`config.mk`:
```
export PLATFORM = sky130hd
export DESIGN_NAME = aybus_master_flat
export DESIGN_NICKNAME = d
export VERILOG_FILES = /design/src/rtl/aybus_pkg.sv /design/src/rtl/aybus_master_if.sv /design/src/rtl/aybus_timer.sv /design/src/rtl/aybus_master.sv /design/src/flat_wrapper.sv
export SDC_FILE = /design/constraint.sdc
export NUM_CORES = 1
export LEC_CHECK = 0
export CAP_MARGIN = 0
export CORE_MARGIN = 5
export CORE_UTILIZATION = 47
export DETAILED_ROUTE_END_ITERATION = 7
export PLACE_DENSITY = 0.81
export SYNTH_ARGS = -nofsm -noshare
export SYNTH_HDL_FRONTEND = slang
export SYNTH_SLANG_ARGS = --single-unit
```
`constraint.sdc`:
```
create_clock -name clk -period 3.2 [get_ports clk]
set_clock_uncertainty 0.05 [all_clocks]
set_input_delay 0.64 -clock clk [delete_from_list [all_inputs] [get_ports clk]]
set_output_delay 0.64 -clock clk [all_outputs]
set_load 0.02 [all_outputs]
```
`src/rtl/aybus_pkg.sv`:
```
// Shared types and bus control codes for the AY-style parallel bus master.
package aybus_pkg;

  typedef enum logic [1:0] {
    CMD_WR_ADDR = 2'b00,
    CMD_WR_DATA = 2'b01,
    CMD_RD_DATA = 2'b10,
    CMD_CFG     = 2'b11
  } aybus_cmd_e;

  typedef enum logic [2:0] {
    ST_IDLE,
    ST_SETUP,
    ST_STROBE,
    ST_HOLD,
    ST_RECOV
  } aybus_state_e;

  // {aybdir, aybc2, aybc1}
  localparam logic [2:0] CTL_IDLE  = 3'b010;
  localparam logic [2:0] CTL_LATCH = 3'b111;
  localparam logic [2:0] CTL_WRITE = 3'b110;
  localparam logic [2:0] CTL_READ  = 3'b011;

  localparam int CNT_W = 5;
  localparam logic [CNT_W-1:0] CNT_ONE = 1;

  function automatic logic [2:0] strobe_ctl(aybus_cmd_e c);
    logic [2:0] r;
    r = CTL_LATCH;
    case (c)
      CMD_WR_DATA: r = CTL_WRITE;
      CMD_RD_DATA: r = CTL_READ;
      default:     r = CTL_LATCH;
    endcase
    return r;
  endfunction

endpackage

```
`src/rtl/aybus_master_if.sv`:
```
// Request/response and AY bus pins of the bus master, grouped for port use.
interface aybus_master_if;
  logic       req;
  logic [1:0] cmd;
  logic [7:0] wdata;
  logic       ready;
  logic       done;
  logic       err;
  logic [7:0] rdata;
  logic       aybdir;
  logic       aybc2;
  logic       aybc1;
  logic       aya8;
  logic       aya9_n;
  logic [7:0] ayd_o;
  logic       ayd_oe;
  logic [7:0] ayd_i;

  modport master (
    input  req, cmd, wdata, ayd_i,
    output ready, done, err, rdata,
    output aybdir, aybc2, aybc1, aya8, aya9_n, ayd_o, ayd_oe
  );

  modport slave (
    output req, cmd, wdata, ayd_i,
    input  ready, done, err, rdata,
    input  aybdir, aybc2, aybc1, aya8, aya9_n, ayd_o, ayd_oe
  );
endinterface

```
`src/rtl/aybus_timer.sv`:
```
// Phase down-counter: load a length, count to zero, flag the last clock of the phase.
module aybus_timer
  import aybus_pkg::*;
(
  input  logic             clk,
  input  logic             rst_n,
  input  logic             load_i,
  input  logic [CNT_W-1:0] len_i,
  output logic             last_o
);

  logic [CNT_W-1:0] cnt_q, cnt_d;

  always_comb begin
    cnt_d = cnt_q;
    if (load_i)
      cnt_d = len_i - CNT_ONE;
    else if (cnt_q != '0)
      cnt_d = cnt_q - CNT_ONE;
  end

  always_ff @(posedge clk or negedge rst_n) begin
    if (!rst_n) cnt_q <= '0;
    else        cnt_q <= cnt_d;
  end

  assign last_o = (cnt_q == '0);

endmodule

```
`src/rtl/aybus_master.sv`:
```
// AY-style bus master sequencing setup/strobe/hold/recovery with registered pins.
// The cfg-port command (cmd=11) exists only when AYBUS_MASTER_CFGPORT_EN is defined.
//
// state  | meaning
// IDLE   | ready, bus parked, waiting for req
// SETUP  | chip selected, address/data settling
// STROBE | bus control code asserted
// HOLD   | strobe released, data still driven
// RECOV  | bus parked, enforcing idle gap
module aybus_master
  import aybus_pkg::*;
#(
  parameter int SETUP_CYC  = 2,
  parameter int STROBE_CYC = 20,
  parameter int HOLD_CYC   = 2,
  parameter int RECOV_CYC  = 8
) (
  input logic            clk,
  input logic            rst_n,
  aybus_master_if.master bus
);

  if (SETUP_CYC < 1 || SETUP_CYC > 31 || STROBE_CYC < 1 || STROBE_CYC > 31 ||
      HOLD_CYC < 1 || HOLD_CYC > 31 || RECOV_CYC < 1 || RECOV_CYC > 31) begin : g_bad_param
    $error("aybus_master: phase lengths must be 1..31");
  end

  localparam logic [CNT_W-1:0] LEN_SETUP  = CNT_W'(SETUP_CYC);
  localparam logic [CNT_W-1:0] LEN_STROBE = CNT_W'(STROBE_CYC);
  localparam logic [CNT_W-1:0] LEN_HOLD   = CNT_W'(HOLD_CYC);
  localparam logic [CNT_W-1:0] LEN_RECOV  = CNT_W'(RECOV_CYC);

  aybus_state_e     state_q, state_d;
  aybus_cmd_e       cmd_q, cmd_d;
  logic [7:0]       data_q, data_d, wdata_in;
  logic             cmd_ok, accept, reject;
  logic             tmr_load, tmr_last;
  logic [CNT_W-1:0] tmr_len;
  logic [2:0]       ctl_q, ctl_d;
  logic             a8_q, a8_d, a9n_q, a9n_d, oe_q, oe_d;
  logic [7:0]       dout_q, dout_d, rdata_q, rdata_d;
  logic             ready_q, ready_d, done_q, done_d, err_q, err_d;

`ifdef AYBUS_MASTER_CFGPORT_EN
  assign cmd_ok   = 1'b1;
  assign wdata_in = (bus.cmd == CMD_CFG) ? {4'hF, bus.wdata[3:0]} : bus.wdata;
`else
  assign cmd_ok   = (bus.cmd != CMD_CFG);
  assign wdata_in = bus.wdata;
`endif

  assign accept = (state_q == ST_IDLE) && bus.req && cmd_ok;
  assign reject = (state_q == ST_IDLE) && bus.req && !cmd_ok;
  assign cmd_d  = accept ? aybus_cmd_e'(bus.cmd) : cmd_q;
  assign data_d = accept ? wdata_in : data_q;

  aybus_timer u_timer (
    .clk    (clk),
    .rst_n  (rst_n),
    .load_i (tmr_load),
    .len_i  (tmr_len),
    .last_o (tmr_last)
  );

  always_ff @(posedge clk or negedge rst_n) begin
    if (!rst_n) begin
      state_q <= ST_IDLE;
      cmd_q   <= CMD_WR_ADDR;
      data_q  <= '0;
      ctl_q   <= CTL_IDLE;
      a8_q    <= 1'b0;
      a9n_q   <= 1'b1;
      oe_q    <= 1'b0;
      dout_q  <= '0;
      ready_q <= 1'b1;
      done_q  <= 1'b0;
      err_q   <= 1'b0;
      rdata_q <= '0;
    end else begin
      state_q <= state_d;
      cmd_q   <= cmd_d;
      data_q  <= data_d;
      ctl_q   <= ctl_d;
      a8_q    <= a8_d;
      a9n_q   <= a9n_d;
      oe_q    <= oe_d;
      dout_q  <= dout_d;
      ready_q <= ready_d;
      done_q  <= done_d;
      err_q   <= err_d;
      rdata_q <= rdata_d;
    end
  end

  always_comb begin
    state_d  = state_q;
    tmr_load = 1'b0;
    tmr_len  = LEN_SETUP;
    case (state_q)
      ST_IDLE:   if (accept)   begin state_d = ST_SETUP;  tmr_load = 1'b1; tmr_len = LEN_SETUP;  end
      ST_SETUP:  if (tmr_last) begin state_d = ST_STROBE; tmr_load = 1'b1; tmr_len = LEN_STROBE; end
      ST_STROBE: if (tmr_last) begin state_d = ST_HOLD;   tmr_load = 1'b1; tmr_len = LEN_HOLD;   end
      ST_HOLD:   if (tmr_last) begin state_d = ST_RECOV;  tmr_load = 1'b1; tmr_len = LEN_RECOV;  end
      ST_RECOV:  if (tmr_last) state_d = ST_IDLE;
      default:   state_d = ST_IDLE;
    endcase
  end

  // Pins are computed from the next state so every output comes straight from a flop.
  always_comb begin
    ctl_d   = CTL_IDLE;
    a8_d    = 1'b0;
    a9n_d   = 1'b1;
    oe_d    = 1'b0;
    dout_d  = '0;
    if (state_d inside {ST_SETUP, ST_STROBE, ST_HOLD}) begin
      a8_d  = 1'b1;
      a9n_d = 1'b0;
      oe_d  = (cmd_d != CMD_RD_DATA);
      if (oe_d) dout_d = data_d;
      if (state_d == ST_STROBE) ctl_d = strobe_ctl(cmd_d);
    end
    ready_d = (state_d == ST_IDLE);
    done_d  = (state_q == ST_HOLD) && (state_d == ST_RECOV);
    err_d   = reject;
    rdata_d = rdata_q;
    if (state_q == ST_STROBE && tmr_last && cmd_q == CMD_RD_DATA)
      rdata_d = bus.ayd_i;
  end

  assign bus.ready  = ready_q;
  assign bus.done   = done_q;
  assign bus.err    = err_q;
  assign bus.rdata  = rdata_q;
  assign bus.aybdir = ctl_q[2];
  assign bus.aybc2  = ctl_q[1];
  assign bus.aybc1  = ctl_q[0];
  assign bus.aya8   = a8_q;
  assign bus.aya9_n = a9n_q;
  assign bus.ayd_o  = dout_q;
  assign bus.ayd_oe = oe_q;

endmodule

```
`src/flat_wrapper.sv`:
```
// flat-port wrapper written by rule: the top's interface ports become plain ports
module aybus_master_flat import aybus_pkg::*;
#(
  parameter int SETUP_CYC  = 2,
  parameter int STROBE_CYC = 20,
  parameter int HOLD_CYC   = 2,
  parameter int RECOV_CYC  = 8
)
  (clk, rst_n, bus_req, bus_cmd, bus_wdata, bus_ayd_i, bus_ready, bus_done, bus_err, bus_rdata, bus_aybdir, bus_aybc2, bus_aybc1, bus_aya8, bus_aya9_n, bus_ayd_o, bus_ayd_oe);
  aybus_master_if bus_i ();
  input logic clk;
  input logic rst_n;
  input wire logic [$bits(bus_i.req)-1:0] bus_req;
  input wire logic [$bits(bus_i.cmd)-1:0] bus_cmd;
  input wire logic [$bits(bus_i.wdata)-1:0] bus_wdata;
  input wire logic [$bits(bus_i.ayd_i)-1:0] bus_ayd_i;
  output wire logic [$bits(bus_i.ready)-1:0] bus_ready;
  output wire logic [$bits(bus_i.done)-1:0] bus_done;
  output wire logic [$bits(bus_i.err)-1:0] bus_err;
  output wire logic [$bits(bus_i.rdata)-1:0] bus_rdata;
  output wire logic [$bits(bus_i.aybdir)-1:0] bus_aybdir;
  output wire logic [$bits(bus_i.aybc2)-1:0] bus_aybc2;
  output wire logic [$bits(bus_i.aybc1)-1:0] bus_aybc1;
  output wire logic [$bits(bus_i.aya8)-1:0] bus_aya8;
  output wire logic [$bits(bus_i.aya9_n)-1:0] bus_aya9_n;
  output wire logic [$bits(bus_i.ayd_o)-1:0] bus_ayd_o;
  output wire logic [$bits(bus_i.ayd_oe)-1:0] bus_ayd_oe;
  assign bus_i.req = bus_req;
  assign bus_i.cmd = bus_cmd;
  assign bus_i.wdata = bus_wdata;
  assign bus_i.ayd_i = bus_ayd_i;
  assign bus_ready = bus_i.ready;
  assign bus_done = bus_i.done;
  assign bus_err = bus_i.err;
  assign bus_rdata = bus_i.rdata;
  assign bus_aybdir = bus_i.aybdir;
  assign bus_aybc2 = bus_i.aybc2;
  assign bus_aybc1 = bus_i.aybc1;
  assign bus_aya8 = bus_i.aya8;
  assign bus_aya9_n = bus_i.aya9_n;
  assign bus_ayd_o = bus_i.ayd_o;
  assign bus_ayd_oe = bus_i.ayd_oe;
  aybus_master #(.SETUP_CYC(SETUP_CYC), .STROBE_CYC(STROBE_CYC), .HOLD_CYC(HOLD_CYC), .RECOV_CYC(RECOV_CYC)) u_core (.clk(clk), .rst_n(rst_n), .bus(bus_i));
endmodule
```
-- Yosys cells after proc, flatten, opt, wreduce, memory -nomap -nowiden
Cells that the tools add are included.
- $add $sub $neg: 2
- eq/ne operators: 13
- mux-type cells: 24
- reduce and logical (&&, ||, !) cells: 14
- operators by type and width (cell ; number):
    $mux W8 ; 3
    $mux W3 ; 7
    $mux W5 ; 3
    $pmux W3 S5 ; 1
    $eq A3 B2 Y1 const B ; 4
    $pmux W5 S2 ; 1
    $sub A5 B1 Y5 const B ; 2
    $eq A3 B1 Y1 const B ; 2
    $eq A3 B3 Y1 const B ; 2
    $logic_and A1 B1 Y1 ; 6
    $logic_not A3 Y1 ; 2
    $pmux W3 S2 ; 1
    $logic_not A5 Y1 ; 1
    $mux W1 ; 5
    $reduce_bool A5 Y1 ; 1
    $eq A2 B2 Y1 const B ; 2
    $mux W4 ; 1
    $ne A2 B2 Y1 const B ; 2
    $reduce_bool A3 Y1 ; 1
    $reduce_or A3 Y1 ; 1
    $eq A2 B1 Y1 const B ; 1
    $mux W2 ; 1
    $pmux W1 S2 ; 1
    $reduce_bool A2 Y1 ; 1
    $logic_not A1 Y1 ; 1
- flip-flop bits (word level): 43
- bits of input ports: 21
- word-level logic and storage cells: 66

-- Depth between registers and ports, before layout
- word-level depth: 8
- gate-level depth with buffers: 10
- mapped depth without buffers: 8

-- Cells and area by module
Synthesis repeated with hierarchy kept, for this count alone.
- cell total of the unflattened synthesis: 162
- area, all modules: 1896.8 µm²
- modules (own cells, without submodules) (module ; times used ; cells an instance ; area each (µm²)):
    aybus_master ; 1 ; 133 ; 1560.2
    aybus_timer ; 1 ; 29 ; 336.6

-- Least setup slack after synthesis
OpenSTA, ideal clock, no wires.
- path kind: input -> register
- start: input port bus_req
- end: register u_core.u_timer.cnt_q[4]
- library setup time: 0.066 ns
- data arrival time: 2.470 ns
- setup slack: 0.614 ns
- stages: 9
- path through: or4b_4 buf_6 or2_1 and2_1 inv_1 ha_1 o211ai_1 or4_1 nand2_1
- cells in the longest elaborated chain, start to end: 5
- elaborated cells on any way between the ends: 6
- those cells by class: mux: 3; reduce/logical: 3
- RTL lines (element ; RTL line ; source):
    start, declared ; flat_wrapper.sv:13 ; input wire logic [$bits(bus_i.req)-1:0] bus_req;
    $logic_and A1 B1 Y1 * (2 in a row) ; aybus_master.sv:52 ; assign accept = (state_q == ST_IDLE) && bus.req && cmd_ok;
    $mux W1 * ; aybus_master.sv:100 ; ST_IDLE: if (accept) begin state_d = ST_SETUP; tmr_load = 1'b1; tmr_len = LEN_SETUP; end
    $pmux W1 S2 * ; aybus_master.sv:99 ; case (state_q)
    $mux W5 / $reduce_bool A2 Y1 (equally long branches) ; n/a ;
    end signal, assigned ; aybus_timer.sv:24 ; else cnt_q <= cnt_d;
    end, declared ; aybus_timer.sv:12 ; logic [CNT_W-1:0] cnt_q, cnt_d;
Mark *: on every way between the ends. The rest lies on a longest branch, timed or not.
A chain may end at the register's enable or synchronous reset.

-- Worst setup path in the final report
Ends and elaborated chain as after synthesis.

==> flow_metrics.env <==
export IMPL_r2r_start="u_core.state_q[0]$_DFF_PN0_"
export IMPL_grt_pass1_vias=1316
export IMPL_hpwl_um=2650
export IMPL_reg2reg_to="u_core.u_timer.cnt_q[4]$_DFFE_PN0P_"
export IMPL_status="finished, final reports clean"
export IMPL_crit_path_start_kind="input port"
export IMPL_layout_setup_ws_ns=0.4599
export IMPL_syn_area_sq_um=1704
export IMPL_cts_resized=0
export IMPL_via_per_inst=5.143
export IMPL_postCtsSetupBuffers=0
export IMPL_htree_num_levels=2
export IMPL_grt_pass1_wl_um=6210
export IMPL_synth_edf_count=0
export IMPL_dr_first_iter_drc_count=93
export IMPL_cp_end_kind="register"
export IMPL_fin_crit_sh_pct=85.63
export IMPL_wirelength_um=3564
export IMPL_fin_setup_tns_ns=0
export IMPL_insertion_delay_ns=0.35
export IMPL_track_usage_pct=16.02
export IMPL_critPathBufInv=2
export IMPL_fillers=279
export IMPL_crit_chain="clkdlybuf4s50_1 > or4b_4 > or2_1 > and2_1 > inv_1 > ha_1 > o211ai_1 > or4_1 > nand2_1"
export IMPL_root_buffer="clkbuf_4"
export IMPL_synth_cell_types=39
export IMPL_die_area_sq_um=4930
export IMPL_syn_inst=153
export IMPL_setup_violations=0
export IMPL_placed_cells=237
export IMPL_cts_tree="built"
export IMPL_ys_flop_type="dfrtp_1"
export IMPL_syn_area_per_cell_sq_um=11.14
export IMPL_antenna_found_initial=0
export IMPL_post_drt_wl_per_cell_um=14.55
export IMPL_start_util_pct=49.89
export IMPL_die_h_um=70.22
export IMPL_hold_viol_final=0
export IMPL_crit_type="input port to register"
export IMPL_die_w_um=70.22
export IMPL_max_freq_ghz=0.3650
export IMPL_dp_slack_ns=0.1139
export IMPL_fin_total_pwr_w=0.002054
export IMPL_ant_nets=0
export IMPL_final_nets=220
export IMPL_synth_seq_cells=42
export IMPL_synth_nets=175
export IMPL_clkTransAtPathRegs_ns=0.11
export IMPL_stdcell_area_sq_um=2247
export IMPL_slowest_stage="or4b_4"
export IMPL_gr_total_overflow=0
export IMPL_timing_slew_headroom_pct=40.82
export IMPL_final_cells=245
export IMPL_regToRegSetupSlack_ns=0.56
export IMPL_rows=21
export IMPL_vdd_ir_drop_max_v=0.0004938
export IMPL_cp_arrival_ns=2.98
export IMPL_cts_buffers=5
export IMPL_async_flop_share_pct=100.0
export IMPL_power_leakage_nw=1.032
export IMPL_r2r_cells=8
export IMPL_ios=46
export IMPL_vias=1260
export IMPL_drc=0
export IMPL_port_buffers=44
export IMPL_area_growth_pct=31.87
export IMPL_multi_input_area_sq_um=589.3
export IMPL_clock_path_buffers=2
export IMPL_cp_required_ns=3.44
export IMPL_cpPeakStageDelay_ns=0.50
export IMPL_ys_seq_area_share_pct=61.82
export IMPL_path_delay_family="simple AND/OR/NAND/NOR gates"
export IMPL_layout_drive_gt1_share_pct=12.06
export IMPL_synth_warnings=0
export IMPL_final_max_slew_viol_count=0
export IMPL_hp_class="input port to async pin"
export IMPL_cts_sinks=42
export IMPL_p_per_area_nw_per_um2=913.9
export IMPL_routabilityCongestion=0.8122
export IMPL_rsz0062_at_grt="false"
export IMPL_antenna_cells=0
export IMPL_hold_buffers=0
export IMPL_path_max_fanout=8
export IMPL_core_area_sq_um=3416
export IMPL_postPlaceCellArea_sq_um=2162
export IMPL_seq_area_sq_um=1054
export IMPL_worst_pin_slew_ns=0.8877
export IMPL_maxCapViolCount=0
export IMPL_min_period_ns=2.740
export IMPL_drt_pass1_iterations=4
export IMPL_grt_max_degree=43
-- cell usage in the layout (no fill, tap or decap), types with 2 or more instances in the layout --
cell type	Yosys	routed
clkdlybuf4s50_1	0	43
dfrtp_1	40	40
nand2_1	28	28
nor2_1	12	12
and3_1	8	8
mux2_2	8	8
a21oi_1	6	6
o21ai_0	5	5
clkbuf_4	0	5
and2_1	4	4
inv_1	3	3
nor3_1	2	2
nand3_1	2	2
nand3b_1	2	2
nor2b_1	2	2
buf_4	1	2
dfstp_2	2	2
-- report_power, final --
group / total [W] / switching [W] / leakage, nW / internal (W)
registers: 0.000845 / 0.000105 / 0.519 / 0.000740
logic: 0.000861 / 0.000467 / 0.467 / 0.000394
clock network: 0.000348 / 0.000161 / 0.0455 / 0.000187
total: 0.00205 / 0.000733 / 1.03 / 0.00132
-- synthesized netlist by cell type, types with 2 or more instances --
library cell  number  area [sq um]
dfrtp_1           40          1001
nand2_1           28         105.1
nor2_1            12         45.04
and3_1             8         50.05
mux2_2             8         90.09
a21oi_1            6         30.03
o21ai_0            5         25.02
and2_1             4         25.02
clkbuf_1           4         15.01
inv_1              3         11.26
buf_6              2         22.52
dfstp_2            2         52.55
nand3_1            2         10.01
nand3b_1           2         15.01
nor2b_1            2         12.51
nor3_1             2         10.01
-- state kept, by name, summed over array words and instances, names as in the netlist, 2 cells and up --
signal	count
u_core.bus.ayd_o	8
u_core.bus.rdata	8
u_core.cmd_q	2
u_core.ctl_q	2
u_core.data_q	8
u_core.state_q	3
u_core.u_timer.cnt_q	5
-- logic make-up (layout without fill, tap and decap cells) --
kind of cell | count (synthesis) | count (layout) | share of synthesized area, %
other | 1 | 1 | 0.2201
buffers and inverters | 11 | 57 | 3.597
muxes | 8 | 8 | 5.287
AOI/OAI and AO/OA | 21 | 21 | 8.077
and+or+nand+nor | 69 | 69 | 20.26
adders and majority gates | 1 | 1 | 0.7341
DFF | 42 | 42 | 61.82
-- layout make-up --
cell class	count	share of cell area, %
flip-flops and latches	42	46.88
multi-input cells	100	26.22
repair buffers	46	20.04
well taps	46	2.561
clock buffers	7	2.450
clock inverters	1	1.336
inverters	3	0.5011
-- metrics by stage --
| step | utilization [%] | hold WS (ns) |
|---|---|---|
| 5_1_grt | 65.79 | 0.4095 |
| 2_1_floorplan | - | 0.2944 |
| 6_report | 65.79 | 0.3494 |
| 4_1_cts | 65.79 | 0.3829 |
| 3_5_place_dp | 63.30 | 0.4118 |
| 3_3_place_gp | 63.30 | 0.4011 |
-- metal layers --
layer	vias to the layer above	share of wire, %	GRT usage, %
met5	-	0	0
met4	0	2.0	8.298
met3	7	6.8	5.022
met2	46	49	25.50
met1	601	42	19.46
li1	606	-	-
-- worst max path at each step --
stage / end / slack (ns) / from / depth (start not counted)
6_report: u_core.u_timer.cnt_q[4]$_DFFE_PN0P_ / 0.46 / bus_req / 9
5_1_grt: u_core.u_timer.cnt_q[4]$_DFFE_PN0P_ / 0.39 / bus_req / 9
4_1_cts: u_core.u_timer.cnt_q[4]$_DFFE_PN0P_ / 0.48 / bus_req / 9
3_5_place_dp: u_core.u_timer.cnt_q[4]$_DFFE_PN0P_ / 0.11 / bus_req / 9
3_3_place_gp: u_core.u_timer.cnt_q[4]$_DFFE_PN0P_ / 0.19 / bus_req / 9
2_1_floorplan: u_core.u_timer.cnt_q[4]$_DFFE_PN0P_ / 0.61 / bus_req / 9
Note: power is estimated with default switching activity, not from simulation.
==> edit, RTL diff (same settings) <==
`CNT_W`: 5 -> 10.
--- a/src/rtl/aybus_pkg.sv
+++ b/src/rtl/aybus_pkg.sv
@@ -22,7 +22,7 @@
   localparam logic [2:0] CTL_WRITE = 3'b110;
   localparam logic [2:0] CTL_READ  = 3'b011;
 
-  localparam int CNT_W = 5;
+  localparam int CNT_W = 10;
   localparam logic [CNT_W-1:0] CNT_ONE = 1;
 
   function automatic logic [2:0] strobe_ctl(aybus_cmd_e c);
Formal check against the unedited RTL: same outputs for any inputs over 10 cycles, from zero or initial values and one cycle with rst_n low; that may be too few to reach the edited logic, so the function may still have changed.
==> edit against the unedited design <==
Sequential power rose by 9.5%; via count is 23% higher; power is 7.6% higher; setup slack got worse by 96 ps; wire length is 16% higher; cell area rose by 19%; highest routed layer unchanged; sequential cell count increased by 5; area after synthesis rose by 23%; largest power group is now registers.
==> edit: results (changes against the unedited design) <==
* Fraction of registers with async set/reset at 100% (unchanged)
* RePlAce Congestion at 0.858 (+5.6%)
* Vias per cell at 5.21 (+1.3%)
* Placed cell area at 0.00258 mm² (+20%)
* Register area share after synthesis at 56.2% (-5.6 points)
* Static Leak at 1.20 nW (+17%)
* Mapped Cells at 197 (+29%)
* Status: complete, no violations
* Number of diodes at 0 (unchanged)
* Num CTS Buffers at 5 (unchanged)
* Clk_lat worst skew at 300 ps (-50 ps)
* Synth top area cells: dfrtp_1 54%, nand2_1 6.6%, mux2_2 4.3%
* 1st-pass router iterations at 5 (+1)
* Internal at 0.00139 W (+5.1%)
* Placed insts at 290 (+22%)
* Layout cell share with drive strength beyond 1 at 17.1% (+5.0 points)
* Worst-path fanout max at 6 (-2)
* Dominant synthesized flop cell: dfrtp_1
* YS warnings at 0 (unchanged)
* Max reg flops at 10
* Syn Nets at 219 (+25%)
* Post-synth top cells: 45 x dfrtp_1, 37 x nand2_1, 18 x nor2_1
* Crit path DAT at 3000 ps (+20 ps)
* Clock transition at path regs at 80 ps (-30 ps)
* Post-CTS sizing at 0 (unchanged)
* Netlist cell types at 48 (+23%)
* WL/cell at 13.9 µm (-4.7%)
* GRT Overall Usage at 14.4% (-1.6 points)
* Number of port buffers at 44 (unchanged)
* Initial drt markers at 102 (+9.7%)
* Hold Crit Class: flip-flop to flip-flop
* Most flops, register: u_core.u_timer.cnt_q
* Worst rel slew slack at 33.0% (-7.8 points)
* Fillers at 364 (+30%)
* Initial antenna violation count at 0 (unchanged)
* Detail Placement HPWL at 2.91 mm (+9.9%)
* Clock buffer depth at 2 (unchanged)
* CTS Root Cell: clkbuf_8
* Setup Fix Bufs, Post-CTS at 0 (unchanged)
* Largest net degree at the start of global routing at 48 (+12%)
* Number of nets in the layout at 267 (+21%)
* Vias in the first global route at 1478 (+12%)
* Non-filler instance count after layout at 298 (+22%)
* Max IR drop VDD at 381 µV (-23%)
* First-pass GRT wire length at 6.91 mm (+11%)
* CTS H-tree lvls at 2 (unchanged)
-- edit: final timing paths --
path | from | endpoint | slack (ps) | cells after the start
setup / recovery | bus_req | u_core.u_timer.cnt_q[4]$_DFFE_PN0P_ | 360 | 9
hold / removal | u_core.data_q[1]$_DFF_PN0_ | u_core.data_q[1]$_DFF_PN0_ | 420 | 2
setup reg to reg | u_core.state_q[0]$_DFF_PN0_ | u_core.u_timer.cnt_q[4]$_DFFE_PN0P_ | 580 | 8
hold reg to reg | u_core.data_q[1]$_DFF_PN0_ | u_core.data_q[1]$_DFF_PN0_ | 420 | 2
max in group asynchronous | rst_n | u_core.u_timer.cnt_q[9]$_DFFE_PN0P_ | 2010 | 1
min in group asynchronous | rst_n | u_core.state_q[2]$_DFF_PN0_ | 460 | 1
-- edit: layout make-up --
| cell class | count | share of cell area [%] |
|---|---|---|
| sequential | 47 | 43.9 |
| clock buffer | 6 | 3.08 |
| multi-input combinational | 136 | 31.3 |
| tap | 52 | 2.43 |
| timing repair buffer | 50 | 17.9 |
| clock inverter | 2 | 0.606 |
| inverter | 5 | 0.700 |
-- edit: critical path, stage by stage --
cell and delay (ps):
clkdlybuf4s50_1 500, or4b_4 510, nand2b_1 190, a21oi_1 200, o21a_1 170, inv_1 50, ha_1 240, a311o_1 330
a22oi_1 180
-- edit: power by group through the flow --
stage	Combinational, W	Clock, W	Sequential, W
floorplan	0.000567	0	0.000983
global placement	0.000894	0	0.000930
detailed placement	0.000916	0	0.000934
CTS	0.000919	0.000386	0.000923
global route	0.00101	0.000412	0.000953
finish	0.000915	0.000370	0.000925
-- edit: per-stage QoR --
step / hold slack, ps / setup WS [ps] / utilization (%) / total power, W
floorplan: 294 / 697 / - / 0.00155
global placement: 396 / 174 / 59.3 / 0.00182
detailed placement: 404 / 72.1 / 59.3 / 0.00185
CTS: 425 / 376 / 61.6 / 0.00223
global route: 442 / 236 / 61.6 / 0.00237
finish: 424 / 364 / 61.6 / 0.00221
-- edit: logic make-up after synthesis --
family	Yosys count	share of synthesized area [%]
DFF	47	56.2
and+or+nand+nor	97	25.0
muxes	10	5.25
buffers and inverters	14	3.64
xor gates and xnor gates	1	0.418
adders and majority gates	1	0.597
other	1	0.179
AOI/OAI and AO/OA	26	8.66
-- edit: per-layer routing --
| layer | vias to the layer above | track usage, % | share of wire [%] |
|---|---|---|---|
| li1 | 772 | - | - |
| met1 | 724 | 18.5 | 44 |
| met2 | 55 | 23.4 | 47 |
| met3 | 2 | 4.92 | 8.2 |
| met4 | 0 | 3.15 | 0.17 |
| met5 | - | 0 | 0 |
